<file path="src/rtl/scroll_scan_driver.sv">
// Purpose : stores a character message, fetches decoder columns for it, scrolls them through a
//           DISP_COLS-wide frame buffer and time-multiplexes that buffer onto an LED matrix.
// Latency : col_sel_n/row_n are registered one cycle after the scan position; c is combinational.
// Backpr. : none; writes are accepted every cycle, and run=0 only freezes scrolling (scan continues).
//
// Ports:
//   clk, reset              clock (rising edge), asynchronous active-high reset
//   run                     1 = scroll enabled, 0 = frame frozen (scanning continues)
//   wr_en/wr_addr/wr_data   message write port, msg[wr_addr] <= wr_data
//   msg_len                 active message length, 0..MSG_MAX
//   c                       character code presented to the decoder
//   col_0..col_5            decoder columns for c, active low (col_5 is the inter-character gap)
//   col_sel_n/row_n         one-hot-low column enable and active-low row data for the matrix
//   frame_done/scroll_step  one-cycle pulses for scan wrap and for a frame-buffer shift
// Optional: define SCAN_BLANK_EN to blank the first cycle of every column's dwell (anti-ghosting).
module scroll_scan_driver #(
    parameter int DISP_COLS     = 8,
    parameter int DWELL         = 1000,
    parameter int SCROLL_FRAMES = 50,
    parameter int MSG_MAX       = 16
) (
    input  logic                         clk,
    input  logic                         reset,
    input  logic                         run,
    input  logic                         wr_en,
    input  logic [$clog2(MSG_MAX)-1:0]   wr_addr,
    input  logic [8:0]                   wr_data,
    input  logic [$clog2(MSG_MAX):0]     msg_len,
    output logic [8:0]                   c,
    input  logic [6:0]                   col_0,
    input  logic [6:0]                   col_1,
    input  logic [6:0]                   col_2,
    input  logic [6:0]                   col_3,
    input  logic [6:0]                   col_4,
    input  logic [6:0]                   col_5,
    output logic [DISP_COLS-1:0]         col_sel_n,
    output logic [6:0]                   row_n,
    output logic                         frame_done,
    output logic                         scroll_step
);

    localparam int AW = $clog2(MSG_MAX);
    localparam int DW = $clog2(DWELL);
    localparam int CW = $clog2(DISP_COLS);
    localparam int FW = (SCROLL_FRAMES > 1) ? $clog2(SCROLL_FRAMES) : 1;

    localparam logic [DW-1:0] DWELL_LAST = DW'(DWELL - 1);
    localparam logic [CW-1:0] COL_LAST   = CW'(DISP_COLS - 1);
    localparam logic [FW-1:0] FRM_LAST   = FW'(SCROLL_FRAMES - 1);

    logic [DW-1:0] dwell_cnt;
    logic [CW-1:0] scan_col;
    logic [FW-1:0] frame_cnt;
    logic [AW-1:0] char_idx;
    logic [2:0]    col_idx;
    logic [6:0]    frame [DISP_COLS];
    logic [8:0]    msg   [MSG_MAX];

    logic          dwell_last;
    logic          wrap;
    logic          do_step;
    logic          msg_empty;
    logic          idx_bad;
    logic          char_last;
    logic [6:0]    dec_col;
    logic [6:0]    new_col;

    assign dwell_last = (dwell_cnt == DWELL_LAST);
    assign wrap       = dwell_last && (scan_col == COL_LAST);
    // Shifting only on the scan wrap keeps every displayed frame internally consistent.
    assign do_step    = wrap && (frame_cnt == FRM_LAST) && run;
    assign msg_empty  = (msg_len == '0);
    // Also true when msg_len shrank below the current character (and when msg_len is 0).
    assign idx_bad    = ({1'b0, char_idx} >= msg_len);
    assign char_last  = (({1'b0, char_idx} + (AW+1)'(1)) >= msg_len);

    // The message array is read asynchronously, so a same-cycle write is seen by the step as old data.
    assign c = msg_empty ? 9'd0 : msg[char_idx];

    always_comb begin
        dec_col = 7'h7F;
        case (col_idx)
            3'd0:    dec_col = col_0;
            3'd1:    dec_col = col_1;
            3'd2:    dec_col = col_2;
            3'd3:    dec_col = col_3;
            3'd4:    dec_col = col_4;
            3'd5:    dec_col = col_5;
            default: dec_col = 7'h7F;
        endcase
        new_col = idx_bad ? 7'h7F : dec_col;
    end

    // Scan timing and scroll bookkeeping.
    always_ff @(posedge clk or posedge reset) begin
        if (reset) begin
            dwell_cnt   <= '0;
            scan_col    <= '0;
            frame_cnt   <= '0;
            char_idx    <= '0;
            col_idx     <= '0;
            frame_done  <= 1'b0;
            scroll_step <= 1'b0;
        end else begin
            frame_done  <= wrap;
            scroll_step <= do_step;
            if (dwell_last) begin
                dwell_cnt <= '0;
                scan_col  <= (scan_col == COL_LAST) ? '0 : scan_col + CW'(1);
            end else begin
                dwell_cnt <= dwell_cnt + DW'(1);
            end
            if (wrap) begin
                frame_cnt <= (frame_cnt == FRM_LAST) ? '0 : frame_cnt + FW'(1);
            end
            if (do_step) begin
                if (idx_bad) begin
                    char_idx <= '0;
                    col_idx  <= '0;
                end else if (col_idx == 3'd5) begin
                    col_idx  <= '0;
                    char_idx <= char_last ? '0 : char_idx + AW'(1);
                end else begin
                    col_idx  <= col_idx + 3'd1;
                end
            end
        end
    end

    // Frame buffer: shifts left, new column enters at the right edge.
    always_ff @(posedge clk or posedge reset) begin
        if (reset) begin
            for (int i = 0; i < DISP_COLS; i++) frame[i] <= 7'h7F;
        end else if (do_step) begin
            for (int i = 0; i < DISP_COLS - 1; i++) frame[i] <= frame[i+1];
            frame[DISP_COLS-1] <= new_col;
        end
    end

    // Message storage.
    always_ff @(posedge clk or posedge reset) begin
        if (reset) begin
            for (int i = 0; i < MSG_MAX; i++) msg[i] <= 9'd0;
        end else if (wr_en) begin
            msg[wr_addr] <= wr_data;
        end
    end

    // Matrix drive, one cycle behind the scan position.
    always_ff @(posedge clk or posedge reset) begin
        if (reset) begin
            col_sel_n <= '1;
            row_n     <= 7'h7F;
        end else begin
`ifdef SCAN_BLANK_EN
            // First cycle of every dwell is dark so the previous column cannot ghost.
            if (dwell_cnt == '0) begin
                col_sel_n <= '1;
                row_n     <= 7'h7F;
            end else begin
                col_sel_n <= ~(DISP_COLS'(1) << scan_col);
                row_n     <= frame[scan_col];
            end
`else
            col_sel_n <= ~(DISP_COLS'(1) << scan_col);
            row_n     <= frame[scan_col];
`endif
        end
    end

endmodule

</file>
<file path="config.mk">
export PLATFORM = sky130hd
export DESIGN_NAME = scroll_scan_driver
export DESIGN_NICKNAME = d
export VERILOG_FILES = /design/src/rtl/scroll_scan_driver.sv
export SDC_FILE = /design/constraint.sdc
export NUM_CORES = 1
export LEC_CHECK = 0
export BUFFER_PORTS_ARGS = -buffer_cell sky130_fd_sc_hd__buf_2
export CORE_ASPECT_RATIO = 0.75
export CORE_MARGIN = 2
export CORE_UTILIZATION = 65
export CTS_BUF_LIST = sky130_fd_sc_hd__clkbuf_4 sky130_fd_sc_hd__clkbuf_8 sky130_fd_sc_hd__clkbuf_16
export CTS_CLUSTER_SIZE = 8
export DETAILED_ROUTE_END_ITERATION = 8
export PLACE_DENSITY = 0.85
export SLEW_MARGIN = 30
export SYNTH_ARGS = -nofsm -noshare
export SYNTH_HDL_FRONTEND = slang
export SYNTH_SLANG_ARGS = --single-unit
</file>
<file path="constraint.sdc">
create_clock -name clk -period 16 [get_ports clk]
set_input_delay 1.6 -clock clk [delete_from_list [all_inputs] [get_ports clk]]
set_output_delay 1.6 -clock clk [all_outputs]
set_load 0.02 [all_outputs]
</file>
==> results of run 1 <==
## cell families (layout without fill, tap and decap cells)
kind of cell	after synthesis	in the layout	synth area share, %
AO/OA/AOI/OAI	104	104	5.98
XOR/XNOR	9	9	0.676
adder cells (fa/ha/maj)	20	20	2.14
buffers and inverters	76	172	3.31
flip-flops	243	243	52.9
multiplexers	221	221	24.2
AND/OR/NAND/NOR	289	289	10.8
## power breakdown
part	switching (uW)	internal, uW	leakage, uW
Combinational	82.8	108	0.00248
Sequential	46.5	702	0.00286
Clock	258	444	0.000538
Total	388	1250	0.00588
## final cells by class
cell class	instances	area share (%)
clock buffer	54	7.82
clock inverter	3	0.246
inverter	21	0.671
multi-input combinational	643	38.7
sequential	243	46.6
tap	242	2.29
timing repair buffer	94	3.68
## metal layers
metal | part of all wire, % | up-vias
met3 | 6.5 | 52
met4 | 2.1 | 0
met5 | 0 | -
met1 | 44 | 4014
met2 | 48 | 312
li1 | - | 3564
## cells in the final DEF, fill, tap and decap left out, types with 16 or more instances in the layout
master       n
clkbuf_4    18
mux2i_1     39
dfrtp_1    169
o21ai_0     25
nor2_1      26
dfstp_2     71
nand2_1    204
inv_1       18
ha_1        20
buf_2       89
a21oi_1     16
clkbuf_16   36
mux2_2     147
mux4_2      34
## sequential cells by signal, summed over array words and instances, names as in the netlist
name	cells
dwell_cnt	10
col_sel_n	8
msg	144
frame	56
scan_col	3
scroll_step	1
frame_done	1
col_idx	3
frame_cnt	6
row_n	7
char_idx	4
## stage by stage
stage                     total power [uW]  worst slack, ns  util (%)  hold WS [ns]
after floorplan                        884             7.84         -         0.437
after global placement                 927            11.64      69.1         0.443
after detailed placement               942            11.62      69.1         0.448
after CTS                             1650            11.28      75.2         0.456
after global routing                  1710            11.08      75.2         0.469
final                                 1640            11.22      75.2         0.453
## how the worst min path moves through the flow
stage	start	endpoint	slack [ns]
6_report	frame[54]$_DFFE_PP1P_	frame[54]$_DFFE_PP1P_	0.45
5_1_grt	frame[54]$_DFFE_PP1P_	frame[54]$_DFFE_PP1P_	0.47
3_3_place_gp	frame[53]$_DFFE_PP1P_	frame[53]$_DFFE_PP1P_	0.44
3_5_place_dp	frame[54]$_DFFE_PP1P_	frame[54]$_DFFE_PP1P_	0.45
4_1_cts	frame[54]$_DFFE_PP1P_	frame[54]$_DFFE_PP1P_	0.46
2_1_floorplan	frame[49]$_DFFE_PP1P_	frame[49]$_DFFE_PP1P_	0.44
## critical path: cells and delay by family, from the launching register on
family | cells | cell delay, ns
compound gates | 3 | 0.88
flops | 1 | 0.85
simple gates | 2 | 0.74
buf+inv | 1 | 0.19
==> impl_metrics.toml, run 1 <==
[yosys]
yosys_most_used_dff = "dfrtp_1"
synth_top_area_share_pct = 36.9
synth_edf_count = 0
synth_area_leader_cell = "dfrtp_1"
yosysSeqAreaShare_pct = 52.9
synth_cell_types = 56
ys_ff_latch = 243
yosys_warnings = 0
async_flop_share_pct = 100
synth_fp_nets = 1046
synth_cells = 962
syn_area_mm2 = 0.0117
syn_avg_cell_area_um2 = 12.1
yosys-top-cells-area = "dfrtp_1 (37%), dfstp_2 (16%), mux2_2 (14%)"
synth.most_common_cell = "nand2_1"
netlist_top_cells_count = "nand2_1 (204), dfrtp_1 (172), mux2_2 (147)"

[cells_and_area]
drive_gt1_share_pct = 40.0
final_nets = 1123
area_growth_syn_to_layout_pct = 13.5
multi_input_area_mm2 = 0.00512
fillers = 1084
layout.cells.non_filler = 1300
regArea_mm2 = 0.00618
design_area_mm2 = 0.0132
n_antenna_cell = 0

[timing]
period_needed_ns = 4.78
hold_viol_final = 0
max-slew-margin-rel_pct = 31.6
tightestPinTransition_ns = 1.02
skew_ns = 0.0118
finalCritPeriodShare_pct = 29.9
setup_viol = 0
rsz0062_at_grt = "no"
setup_tns_ns = 0
max_freq_mhz = 209
final_max_slew_viol_count = 0

[pwr]
irDropWorstVdd_mv = 0.0972
leakage_uw = 0.00588
p_per_area_mw_per_mm2 = 124

[route]
wl_per_cell_um = 19.7
vias_per_cell = 6.11
initialDrtViolationCount = 764
ant_nets = 0
first_pass_iters = 5
vias = 7942
post-route-drc-count = 0
wirelength_um = 25600

[global_routing]
top_usage_layer = "met2"
grt_pass1_wl_um = 43000
gr-usage-met1_pct = 39.3
antenna_found_initial = 0
grtUsageTotal_pct = 28.2
first_global_vias = 8388
use_met3_pct = 5.29
grt_max_degree = 98
grt_overflow_total = 0
grt_util_met2_pct = 45.8

[clock_network]
clk_path_buf_depth = 3
cts_made_buffers = 36
clk_transition_reported_paths_ns = 0.05
cts_resized = 0
clk_latency_ns = 0.50
cts_setup_buffers = 0
cts_tree = "done"
htree_levels = 2
cts-root-buf = "clkbuf_16"
cts.sinks = 243
cts_hold_buf = 0

[setup_path]
crit_fanout = 18
path_cells = "nand2_1 -> o221ai_1 -> o32a_1 -> nand2_1 -> a21oi_1 -> buf_2"
slowest_delay_ns = 0.85
path_class = "flop to output pin"
end_kind = "output pin"
rr_endpoint = "char_idx[2]$_DFFE_PP0P_"
start_kind = "flop"
r2r_slack_ns = 12.25
reg2reg_depth = 9
cp.arrival_ns = 3.18
r2r_start = "scan_col[1]$_DFFE_PP0N_"
cp_common_cell = "nand2_1"
cp.required_ns = 14.40
crit_slowest_cell = "dfrtp_1"
crit_start = "char_idx[2]$_DFFE_PP0P_"
cp-endpoint = "c[1]"

[floorplanning]
start_util_pct = 66.3
io_pins = 90
coreArea_mm2 = 0.0176
die_w_um = 159
die_y_um = 120
rows = 42
die_area_mm2 = 0.0191

[min_path]
hold_path.class = "flop to flop"
hold_depth = 2

[place]
gp_congestion = 0.855
port_buffers = 89
dp.cells = 1243
place_area_mm2 = 0.0122
hpwlAfterDp_um = 16000

[job]
drv_cap = 0

[run_status]
status = "finished, final reports clean"
Power figures use the tool's default switching activity.
==> run 2, diff against run 1 <==
--- a/config.mk
+++ b/config.mk
@@ -8,11 +8,11 @@
 export BUFFER_PORTS_ARGS = -buffer_cell sky130_fd_sc_hd__buf_2
 export CORE_ASPECT_RATIO = 0.75
 export CORE_MARGIN = 2
-export CORE_UTILIZATION = 65
+export CORE_UTILIZATION = 60
 export CTS_BUF_LIST = sky130_fd_sc_hd__clkbuf_4 sky130_fd_sc_hd__clkbuf_8 sky130_fd_sc_hd__clkbuf_16
 export CTS_CLUSTER_SIZE = 8
 export DETAILED_ROUTE_END_ITERATION = 8
-export PLACE_DENSITY = 0.85
+export PLACE_DENSITY = 0.8
 export SLEW_MARGIN = 30
 export SYNTH_ARGS = -nofsm -noshare
 export SYNTH_HDL_FRONTEND = slang
==> constraint.sdc (replaced) <==
create_clock -name clk -period 4.6 [get_ports clk]
set_input_delay 0.46 -clock clk [delete_from_list [all_inputs] [get_ports clk]]
set_output_delay 0.46 -clock clk [all_outputs]
set_load 0.02 [all_outputs]
==> impl_metrics.toml, run 2 (synthesized netlist as in run 1, its figures left out) <==
[timing]
final_max_slew_viol_count = 0
setup_tns_ns = 0
period_needed_ns = 3.61
skew_ns = 0.0128
max_freq_mhz = 277
max-slew-margin-rel_pct = 36.3
rsz0062_at_grt = "no"
tightestPinTransition_ns = 0.954
hold_viol_final = 0
finalCritPeriodShare_pct = 78.4
setup_viol = 0

[pwr]
pwr-share-comb_pct = 11.8
seqPwrFrac_pct = 45.7
leakage_uw = 0.00589
power.switching_uw = 1320
clockPowerShare_pct = 42.5
p_per_area_mw_per_mm2 = 426
swShare_pct = 23.3
internal_power_uw = 4350
irDropWorstVdd_mv = 0.279

[global_routing]
grt_overflow_total = 0
antenna_found_initial = 0
grt_max_degree = 104
grt_pass1_wl_um = 41600
grtUsageTotal_pct = 25.7
first_global_vias = 8147

[cells_and_area]
largest_registers = "msg: 144 flops, frame: 56 flops, dwell_cnt: 10 flops"
final_nets = 1129
final_common_cell = "nand2_1"
n_antenna_cell = 0
drive_gt1_share_pct = 39.7
largest-register = "msg"
largest_reg_flops = 144
mostFrequentLayoutCells = "nand2_1 (204), dfrtp_1 (170), mux2_2 (147)"
area_growth_syn_to_layout_pct = 14.0
layout.cells.non_filler = 1309

[floorplanning]
die_y_um = 125
rows = 44
io_pins = 90
start_util_pct = 60.7
coreArea_mm2 = 0.0192
die_area_mm2 = 0.0206
die_w_um = 165

[clock_network]
cts_tree = "done"
clk_latency_ns = 0.50
cts_made_buffers = 36
htree_levels = 2
clk_transition_reported_paths_ns = 0.05
cts-root-buf = "clkbuf_16"
clk_path_buf_depth = 3
cts.sinks = 243
cts_setup_buffers = 0

[route]
ant_nets = 0
vias_per_cell = 6.00
wirelength_um = 25400
vias = 7849
wl_per_cell_um = 19.4
first_pass_iters = 5
initialDrtViolationCount = 500
post-route-drc-count = 0

[place]
gp_congestion = 0.800
dp.cells = 1258
hpwlAfterDp_um = 16100
port_buffers = 89

[min_path]
hold_path.class = "input port to flop"

[setup_path]
path_cells = "nand2b_1 -> o221ai_1 -> o32a_1 -> nand2_1 -> a21oi_1 -> buf_2"
critPathTopFamily = "compound AO/OA/AOI/OAI gates"
path_class = "flop to output pin"
cp.arrival_ns = 3.15
crit_slowest_cell = "dfrtp_1"
cp.required_ns = 4.14
crit_fanout = 18
slowest_delay_ns = 0.72
end_kind = "output pin"
crit_buf_inv = 1
start_kind = "flop"

[run_status]
status = "finished, final reports clean"

[job]
drv_cap = 0
-- run 2: cell types whose count changed in the layout (fill, tap and decap cells not counted), sizes merged --
cell         delta
clkbuf          -7
inv             -2
clkinvlp        +1
dlygate4sd3     +1
buf             +5
-- run 2: final cells by class --
| class | count | area [um^2] |
|---|---|---|
| Fill cell | 1358 | 5910 |
| Inverter | 21 | 85.1 |
| Sequential cell | 243 | 6170 |
| Clock buffer | 47 | 1020 |
| Tap cell | 253 | 317 |
| Timing Repair Buffer | 100 | 568 |
| Clock inverter | 2 | 23.8 |
| Multi-Input combinational cell | 643 | 5120 |
-- run 2: per-layer routing --
layer | global-route usage (%) | share of wire [%] | vias to the layer above
met2 | 42.5 | 49 | 229
li1 | - | - | 3559
met3 | 4.60 | 5.5 | 52
met1 | 34.3 | 43 | 4009
met5 | 0 | 0 | -
met4 | 8.75 | 2.4 | 0
-- run 2: timing repair --
| item | 4_1_cts | 5_1_grt |
|---|---|---|
| endpoints found under the hold margin | 0 | 10 |
| resized for setup | 0 | 0 |
| hold buffers | 0 | 1 |
-- run 2: final timing paths --
kind                                         startpoint               endpoint  slack [ns]  cells after the start
worst max-delay path            char_idx[2]$_DFFE_PP0P_                   c[1]        0.99                      6
worst min-delay path                           col_2[2]   frame[2]$_DFFE_PP1P_        0.34                      3
worst max register to register  scan_col[1]$_DFFE_PP0N_  frame[36]$_DFFE_PP1P_        1.46                      9
worst min register to register     frame[1]$_DFFE_PP1P_   frame[8]$_DFFE_PP1P_        0.45                      2
max in group asynchronous                         reset  frame[46]$_DFFE_PP1P_        3.08                      5
min in group asynchronous                         reset   msg[113]$_DFFE_PP0P_        0.49                      3
-- run 2: tightest hold or removal path: stages --
cell	delay (ns)
buf_2	0.07
a222oi_1	0.08
a31oi_1	0.17
-- run 2: stage by stage --
stage / instance area, um^2 / worst slack (ns) / utilization, % / power [uW] / hold WS (ns)
6_report: 13300 / 0.992 / 69.3 / 5670 / 0.343
5_1_grt: 13300 / 0.870 / 69.3 / 5900 / 0.379
4_1_cts: 13300 / 1.03 / 69.1 / 5710 / 0.181
3_5_place_dp: 12200 / 1.49 / 63.6 / 3280 / 0.451
3_3_place_gp: 12200 / 1.54 / 63.6 / 3230 / 0.444
2_1_floorplan: 11700 / 1.01 / - / 3070 / 0.437
-- run 2: power by group through the flow --
stage / Sequential, uW / Clock [uW] / Combinational (uW)
5_1_grt: 2620 / 2550 / 730
3_3_place_gp: 2600 / 0 / 634
2_1_floorplan: 2570 / 0 / 508
3_5_place_dp: 2620 / 0 / 661
4_1_cts: 2590 / 2450 / 670
6_report: 2590 / 2410 / 667
